`src/rtl/sfp_vec_add_s_arb.sv`:
```
// Round-robin arbiter sharing one Q16.16 vector+scalar adder between NREQ requesters,
// with a single-entry output register tagged by requester id.

module sfp_vec_add_s #(
   parameter int unsigned IW = 16,
   parameter int unsigned QW = 16
) (
   input  logic [2:0][IW+QW-1:0] a,
   input  logic [IW+QW-1:0]      s,
   output logic [2:0][IW+QW-1:0] o
);

   // Plain two's-complement add; overflow wraps modulo 2^(IW+QW).
   always_comb begin
      for (int k = 0; k < 3; k++) begin
         o[k] = a[k] + s;
      end
   end

endmodule

module sfp_vec_add_s_arb #(
   parameter int unsigned NREQ = 4,
   parameter int unsigned IDW  = $clog2(NREQ)
) (
   input  logic                       clk,
   input  logic                       rst,
   input  logic [NREQ-1:0]            req_valid,
   output logic [NREQ-1:0]            req_ready,
   input  logic [NREQ-1:0][2:0][31:0] req_a,
   input  logic [NREQ-1:0][31:0]      req_s,
   output logic                       rsp_valid,
   input  logic                       rsp_ready,
   output logic [2:0][31:0]           rsp_o,
   output logic [IDW-1:0]             rsp_id,
   output logic [15:0]                op_count
);

   typedef enum logic [0:0] {StEmpty, StFull} state_t;

   state_t          state;
   logic [IDW-1:0]  ptr;
   logic [IDW-1:0]  winner;
   logic [IDW-1:0]  ptr_nxt;
   logic            found;
   logic            can_issue;
   logic            grant;
   logic [2:0][31:0] op_a;
   logic [31:0]     op_s;
   logic [2:0][31:0] sum;

   assign rsp_valid = (state == StFull);
   assign can_issue = !rsp_valid || rsp_ready;
   assign grant     = found && can_issue;

   // First asserted request scanning from ptr upward, modulo NREQ.
   always_comb begin
      int unsigned idx;
      logic [IDW-1:0] cand;
      found  = 1'b0;
      winner = '0;
      idx    = 0;
      cand   = '0;
      for (int unsigned k = 0; k < NREQ; k++) begin
         idx  = (32'(ptr) + k) % NREQ;
         cand = IDW'(idx);
         if (!found && req_valid[cand]) begin
            found  = 1'b1;
            winner = cand;
         end
      end
   end

   // Gated by rst so no requester sees a handshake while reset is held.
   always_comb begin
      req_ready = '0;
      if (grant && !rst) begin
         req_ready[winner] = 1'b1;
      end
   end

   assign op_a    = req_a[winner];
   assign op_s    = req_s[winner];
   assign ptr_nxt = (winner == IDW'(NREQ - 1)) ? '0 : winner + IDW'(1);

   sfp_vec_add_s #(
      .IW (16),
      .QW (16)
   ) u_add (
      .a (op_a),
      .s (op_s),
      .o (sum)
   );

   always_ff @(posedge clk or posedge rst) begin
      if (rst) begin
         state    <= StEmpty;
         rsp_o    <= '0;
         rsp_id   <= '0;
         ptr      <= '0;
         op_count <= '0;
      end else begin
         if (rsp_valid && rsp_ready) begin
            op_count <= op_count + 16'd1;
         end
         if (grant) begin
            rsp_o  <= sum;
            rsp_id <= winner;
            ptr    <= ptr_nxt;
         end
         unique case (state)
            StEmpty: if (grant) state <= StFull;
            StFull:  if (!grant && rsp_ready) state <= StEmpty;
         endcase
      end
   end

endmodule

```
`config.mk`:
```
export PLATFORM = sky130hd
export DESIGN_NAME = sfp_vec_add_s_arb
export DESIGN_NICKNAME = d
export VERILOG_FILES = /design/src/rtl/sfp_vec_add_s_arb.sv
export SDC_FILE = /design/constraint.sdc
export NUM_CORES = 1
export LEC_CHECK = 0
export BUFFER_PORTS_ARGS = -buffer_cell sky130_fd_sc_hd__buf_2
export CORE_AREA = 4 4 245 247
export CTS_CLUSTER_DIAMETER = 60
export DETAILED_ROUTE_END_ITERATION = 10
export DIE_AREA = 0 0 249 251
export GPL_ROUTABILITY_DRIVEN = 0
export MAX_ROUTING_LAYER = met4
export SKIP_CTS_REPAIR_TIMING = 1
export SYNTH_ARGS = -nofsm -noshare
export SYNTH_HDL_FRONTEND = slang
export SYNTH_SLANG_ARGS = --single-unit
```
`constraint.sdc`:
```
create_clock -name clk -period 7 [get_ports clk]
set_clock_uncertainty 0.1 [all_clocks]
set_input_delay 1.4 -clock clk [delete_from_list [all_inputs] [get_ports clk]]
set_output_delay 1.4 -clock clk [all_outputs]
set_load 0.01 [all_outputs]
```
---- Word-level counts from Yosys, hierarchy flattened ----
Index checks and enable logic that the tools add are counted.
word-level totals
  register bits after elaboration ......... 117
  bits in latches ......................... 0
  RAM bits ................................ 0
  memory bits (read-only) ................. 0
  input bits .............................. 519
  output and inout bits ................... 119
  word-level logic and storage cells ...... 65
  memories ................................ 0
operators by class
  add/sub/neg operators ................... 8
  $mul .................................... 0
  divide/modulo/power cells ............... 0
  $lt $le $gt $ge ......................... 6
  equality and inequality tests ........... 1
  shifts and indexed selects .............. 0
  mux-type cells .......................... 27
  bitwise operators ....................... 1
  reduce and logical (&&, ||, !) cells .... 15
operator list
  kind                   count
  $bmux 96 s2            1
  $add 32x32->32         3
  $mux 96                1
  $bmux 32 s2            1
  $mux 32                1
  $add 16x1->16 const B  1
  $lt 2x3->1 const B     5
  $mux 1                 11
  $mux 2                 5
  $bmux 1 s2             4
  $logic_and 1x1->1      8
  $logic_not 1->1        6
  $add 2x1->2 const B    2
  $add 2x2->2 const B    2
  $mux 4                 1
  $demux 1 s2            1
  $eq 2x2->1 const B     1
  $ge 2x1->1 const B     1
  $pmux 1 s2             1
  $logic_or 1x1->1       1
  $not 1->1              1

---- Depth between registers and ports, before layout ----
Gate-level depths: netlist of run 1.
  word-level depth ........................ 17
  gate-level depth with buffers ........... 29
  mapped depth without buffers ............ 22

---- Modules after synthesis ----
From an unflattened synthesis of run 1, not the netlist that was laid out.
second synthesis, totals
  cell total of the unflattened synthesis .. 1355
  area total of the unflattened synthesis .. 13404.1 um^2
by module, submodules not included
  module             times used  cells each  area an instance (um^2)  sequential area each (um^2)
  sfp_vec_add_s_arb  1           721         8818.5                   2927.8
  sfp_vec_add_s      1           634         4585.6                   0.0

---- Worst setup path after synthesis of run 1 ----
No wires, ideal clock.
  path type ............................... in2reg
  from .................................... input req_valid[0]
  to ...................................... register rsp_o[29] (netlist name)
  setup time .............................. 0.116 ns
  data arrival time ....................... 6.919 ns
  required time ........................... 6.784 ns
  path slack .............................. -0.134 ns
  cell stages on the path ................. 29
  buffers on the path ..................... 9
  cell sequence ........................... and2_4 and2_4 nor3_2 buf_6 buf_12 buf_12 buf_12 buf_6 buf_2 clkbuf_1 clkbuf_1 clkbuf_1 nand2_1 and3_1 a31oi_1 ha_1 a21o_1 a21oi_1 o21bai_1 a21oi_1 a21oi_1 maj3_2 a221oi_1 o31a_2 o21ai_4 a21oi_2 nand2_1 a2111o_1 o311ai_0
on the way
  word-level cells in the longest chain between the ends .. 15
  elaborated cells on any way between the ends .. 28
  those cells by class .................... 1 x add/sub; 20 x mux; 7 x reduce/logical
RTL lines
  what                                                      RTL line  text
  start, declared                                           28        input logic [NREQ-1:0] req_valid,
  $bmux 1 s2                                                67        if (!found && req_valid[cand]) begin
  $mux 1 (implied by the code)                              67
  $mux 1                                                    67
  $logic_not 1->1                                           67
  $logic_and 1x1->1                                         67
  $mux 1                                                    67
  $logic_not 1->1                                           67
  $logic_and 1x1->1                                         67
  $mux 1                                                    67
  $logic_not 1->1                                           67
  $logic_and 1x1->1                                         67
  $mux 2                                                    67
  $bmux 96 s2 or $bmux 32 s2 (tied branches)                82, 83
  $mux 96 (implied by the code) or $mux 32 (tied branches)  82, 83
  $add 32x32->32                                            16        o[k] = a[k] + s;
  end signal, assigned                                      107       rsp_o <= sum;
  end, declared                                             34        output logic [2:0][31:0] rsp_o,
Several ways; a longest one is shown, not always the timed one. The select of a mux whose other input is x is not followed.
A chain may end at the register's enable or synchronous reset.

---- Worst setup path after layout of run 1 ----
  from .................................... input req_valid[0]
  to ...................................... register rsp_o[56] (netlist name)
The elaborated chain is that of the path after synthesis.

==> metrics.txt, run 1 <==
Placed Area=17700 µm²; core area=57600 µm²; utilization after layout=0.319; fmax=153 MHz; root buffer cell=clkbuf_16; peak supply drop=0.000215 V; Sw Pwr=4.75 mW; Critical Path AT=6.78 ns; DR vias=16000; vias in the first global route=15200; Initial Utilization=0.236; Synth warnings=0; Leak=9.31 nW; post-route design area=18300 µm²; TritonCTS clock tree=yes; post-DP HPWL=57.9 mm; switch share=0.518; CP Class=primary input to flip-flop; endpoint class of the critical path=flip-flop; Synth top area share=0.216; largest area contributor in the netlist=dfrtp_1; pins over their slew limit=0; final number of setup-violating endpoints=0; most common cell in the netlist=nand2_1; # rows=88; Critical Path Fanout Max=27; placed insts=3227; crit share post-route=0.935; Post-synth EDFFs=0; Cells after Synth=1885; Post-DRT Antenna Nets=0; H-tree depth=4; top cells by area, synth=dfrtp_1, nand2_1, ha_1, xnor2_1, and3_1; Synth Register Bits=117; Syn Nets=2493; fraction of layout cells with a size suffix above 1=0.314; final worst path period need=6.54 ns; Synth async-reset ratio=1.00; I/O pins=638; initial antenna violation count=10; Port Buffers=637; first-pass GRT wire length=98.2 mm; Synth top cells by count=nand2_1, o21ai_0, dfrtp_1; total power draw=9.16 mW; Clk pwr share=0.108; drt first pass iters=5; Routed WL=68.4 mm; DIE AREA=62500 µm²; Final nets=3089; Worst Hold Slack=0.368 ns; Initial DRC Count=1022; internal power=4.41 mW; PD cells=499 nW/µm²; clock sinks=117; Fin Setup TNS=0 ns; sequential power share=0.129; crit path launch type=primary input; final hold violation count=0; WL/cell=20.9 µm; prevailing post-synth register cell=dfrtp_1; final worst slack=0.455 ns; final std cells w/o fill=3265; Logic pwr share=0.763; Seq/Total Area, Yosys=0.216; Die W=249 µm; gr ovfl total=0; Fillers=6369; Synth Area per Inst=7.20 µm²; Skew-Pair Late Insertion Delay=0.46 ns; Setup WS pre-CTS=0.0333 ns; min-delay worst type=flip-flop to flip-flop; outcome=completed; RSZ-0062 raised after global routing=no; largest net degree at the start of global routing=93; max-cap viol count=0; Slew @ Worst Pin=0.931 ns; Overall Global Routing Usage=0.215; DR DRC count=0; Distinct cells, synth=88; Area Overhead vs Synth=35.2%; WP data required=7.24 ns; CTS Buf Count=17; Reg clk slew, reported paths=0.06 ns; Worst slew margin=0.374; DR vias/cell=4.91; DIE HEIGHT=251 µm; Clock Path Buffers=2; Post-Syn Area=13600 µm²
[placed cells by master, fill, tap and decap left out, types with 13 or more instances in the layout]
master       n
a21o_1      30
a21oi_1     66
a31oi_1     95
and3_1     111
buf_2      637
buf_4       46
clkbuf_16   17
dfrtp_1    117
ha_1        86
inv_1       30
mux2_2      13
mux2i_1     55
nand2_1    555
nand2b_1    17
nand3_1     64
nor2_1      56
nor2b_1     16
o21ai_0    120
o21ai_1     15
o21bai_1    13
xnor2_1     87
xor2_1      46
[power by group through the flow]
stage                     clock network, mW  logic, mW  registers, mW
after floorplan                           0       4.56           1.32
after global placement                    0       6.96           1.18
after detailed placement                  0       6.97           1.19
after CTS                              1.02       7.00           1.19
after global routing                   1.04       7.68           1.23
final                                 0.986       6.99           1.18
[final cells by class]
class,count,area (µm²),share of cell area
Antenna cell,6,15.0,0.000818
Tap cell,765,957,0.0522
Multi-Input combinational cell,1623,10000,0.546
Sequential cell,117,2930,0.160
Inverter,33,135,0.00736
Clock buffer,21,470,0.0256
Timing Repair Buffer,689,3650,0.199
Clock inverter,11,173,0.00941
[final timing paths]
check / slack (ns) / start / end / cells past startpoint
worst max-delay path: 0.46 / req_valid[0] / rsp_o[56]$_DFFE_PP0P_ / 25
worst min-delay path: 0.37 / rsp_o[18]$_DFFE_PP0P_ / rsp_o[18]$_DFFE_PP0P_ / 2
worst max register to register: 1.07 / ptr[1]$_DFFE_PP0P_ / rsp_o[56]$_DFFE_PP0P_ / 24
worst min register to register: 0.37 / rsp_o[18]$_DFFE_PP0P_ / rsp_o[18]$_DFFE_PP0P_ / 2
max in group asynchronous: 4.84 / rst / rsp_o[30]$_DFFE_PP0P_ / 3
min in group asynchronous: 0.87 / rst / rsp_valid$_DFF_PP0_ / 2
[kinds of logic after synthesis]
group / Yosys count / share of synthesized area
xor+xnor: 133 / 0.0858
fa+ha+maj: 97 / 0.0897
simple gates: 867 / 0.284
flops: 117 / 0.216
buf+inv: 145 / 0.0484
compound gates: 455 / 0.221
mux: 71 / 0.0545
[sequential cells by signal, summed over array words and instances (netlist names)]
| register | flops |
|---|---|
| op_count | 16 |
| rsp_valid | 1 |
| rsp_id | 2 |
| rsp_o | 96 |
| ptr | 2 |
[per-layer routing]
metal	up-vias	part of all wire	global-route usage
li1	7834	-	-
met1	7512	0.46	0.287
met2	631	0.46	0.342
met3	54	0.059	0.0343
met4	0	0.020	0.0555
met5	-	0	-
[critical path, stage by stage]
cell,delay (ns)
buf_2,0.12
and2_4,0.16
and2_4,0.16
nor3_4,0.48
inv_6,0.16
buf_4,0.28
nand2_1,0.09
and3_1,0.15
a31oi_1,0.06
ha_1,0.27
fa_1,0.46
a211oi_1,0.25
nor2_1,0.11
o21ai_0,0.34
buf_4,0.21
a211oi_1,0.06
a211oi_2,0.23
o22ai_1,0.16
a31oi_4,0.25
o21ai_2,0.13
o41a_4,0.39
a31o_4,0.28
a311oi_1,0.31
xor2_1,0.19
o21ai_1,0.07
(Power assumes the default switching activity.)
==> inputs of run 2 (changes only) <==
--- a/config.mk
+++ b/config.mk
@@ -7,6 +7,7 @@
 export LEC_CHECK = 0
 export BUFFER_PORTS_ARGS = -buffer_cell sky130_fd_sc_hd__buf_2
 export CORE_AREA = 4 4 245 247
+export CTS_BUF_LIST = sky130_fd_sc_hd__clkbuf_8
 export CTS_CLUSTER_DIAMETER = 60
 export DETAILED_ROUTE_END_ITERATION = 10
 export DIE_AREA = 0 0 249 251
==> constraint.sdc (replaced) <==
create_clock -name clk -period 7.2 [get_ports clk]
set_clock_uncertainty 0.1 [all_clocks]
set_input_delay 0.72 -clock clk [delete_from_list [all_inputs] [get_ports clk]]
set_output_delay 0.72 -clock clk [all_outputs]
set_load 0.01 [all_outputs]
==> metrics.txt, run 2 (synthesis gave the netlist of run 1 again) <==
Slowest-stage cell, CP=a31oi_1; Reg clk slew, reported paths=0.08 ns; Skew-Pair Late Insertion Delay=0.54 ns; fmax=164 MHz; Sw Pwr=4.57 mW; vias in the first global route=15100; DR DRC count=0; largest net degree at the start of global routing=93; top sig layer=met4; DIE HEIGHT=251 µm; post-DP HPWL=55.0 mm; Area Overhead vs Synth=31.9%; Logic pwr share=0.781; Final nets=3062; Met2 Routed Length=30.6 mm; Largest register FFs=96; Post-DRT Antenna Nets=0; final hold violation count=0; Fin Setup TNS=0 ns; internal power=3.93 mW; WL/cell=20.3 µm; I/O pins=638; clock sinks=117; Leak=9.06 nW; initial antenna violation count=23; register with the most flip-flops=rsp_o; switch share=0.538; WP data required=7.57 ns; commonest non-fill, non-tap cell in the layout=buf_2; largest registers=rsp_o (96), op_count (16); Critical Path AT=6.48 ns; WL met3=4.20 mm; CP Class=flip-flop to flip-flop; Initial Utilization=0.236; CTS Buf Count=17; Critical Path Fanout Max=40; core area=57600 µm²; drt first pass iters=7; Clk pwr share=0.083; peak supply drop=0.000162 V; crit path cell chain=and2_4, o211a_1, buf_4, nor2_8, clkinv_2, and3_1, a31oi_1, ha_1, a21o_1, a21oi_1, o21bai_1, a21oi_1, a21oi_1, maj3_2, a221oi_1, o31a_2, o21ai_4, a21oi_2, a311oi_1, buf_4, or3_1, a31oi_1; utilization after layout=0.311; Port Buffers=637; DR vias/cell=4.88; crit share post-route=0.848; # rows=88; Routed WL=66.1 mm; RSZ-0062 raised after global routing=no; Worst slew margin=0.326; fraction of layout cells with a size suffix above 1=0.306; TritonCTS clock tree=yes; Fillers=6362; highest-count cells in the layout ignoring fill and taps=buf_2, nand2_1, o21ai_0, dfrtp_1, and3_1; met1 WL=29.3 mm; Overall Global Routing Usage=0.208; Buffers & Inverters on Critical Path=3; pins over their slew limit=0; Setup WS pre-CTS=0.683 ns; gr ovfl total=0; Worst Hold Slack=0.101 ns; DIE AREA=62500 µm²; crit path launch type=flip-flop; DR vias=15900; min-delay worst type=primary input to async pin; sequential power share=0.136; Crit path max-delay family=compound AO/OA/AOI/OAI gates; H-tree depth=4; final worst path period need=6.11 ns; Die W=249 µm; most frequent CP cell=a21oi_1; max-cap viol count=0; final number of setup-violating endpoints=0; Slew @ Worst Pin=1.00 ns; max incr delay on CP=0.57 ns; final worst slack=1.09 ns; Clock Path Buffers=2; first-pass GRT wire length=95.6 mm; PD cells=475 nW/µm²; root buffer cell=clkbuf_8; endpoint class of the critical path=flip-flop; outcome=completed; Initial DRC Count=1137
## run 2: cell count changes in the layout (fill, tap and decap cells not counted), sizes merged
cell      change
buf          -27
bufinv        -1
clkbuf        -4
clkinv        -4
clkinvlp      +3
diode        +13
inv           +6
## run 2: final cells by class
type	count	area, µm²	area share
clock buffers	17	234	0.0131
repair buffers	662	3400	0.190
flip-flops and latches	117	2930	0.164
clock inverters	15	193	0.0108
inverters	33	135	0.00755
multi-input cells	1623	10000	0.559
diodes	19	47.5	0.00266
well taps	765	957	0.0535
## run 2: per-stage QoR
step | area [µm²] | std cells | total power [mW]
floorplan | 13600 | 1885 | 5.71
global placement | 17400 | 3200 | 7.77
detailed placement | 17400 | 3200 | 7.80
CTS | 17900 | 3232 | 8.55
global route | 17900 | 3249 | 9.30
finish | 17900 | 3251 | 8.51
## run 2: power groups by stage
stage / clock network, mW / registers, mW / logic (mW)
2_1_floorplan: 0 / 1.29 / 4.43
3_3_place_gp: 0 / 1.16 / 6.61
3_5_place_dp: 0 / 1.17 / 6.63
4_1_cts: 0.733 / 1.16 / 6.66
5_1_grt: 0.757 / 1.20 / 7.34
6_report: 0.704 / 1.16 / 6.64
## run 2: routing by layer
layer  GRT usage  vias up
met3      0.0444       83
met2       0.323      595
li1            -     7792
met5           -        -
met1       0.266     7409
met4      0.0793        0
## run 2: final timing paths
path | from | end | slack [ns] | depth (start not counted)
setup / recovery | ptr[1]$_DFFE_PP0P_ | rsp_o[31]$_DFFE_PP0P_ | 1.09 | 22
hold / removal | rst | rsp_valid$_DFF_PP0_ | 0.10 | 2
setup reg to reg | ptr[1]$_DFFE_PP0P_ | rsp_o[31]$_DFFE_PP0P_ | 1.09 | 22
hold reg to reg | op_count[15]$_DFFE_PP0P_ | op_count[15]$_DFFE_PP0P_ | 0.38 | 1
max in group asynchronous | rst | rsp_o[84]$_DFFE_PP0P_ | 5.79 | 3
min in group clk | op_count[15]$_DFFE_PP0P_ | op_count[15]$_DFFE_PP0P_ | 0.38 | 1
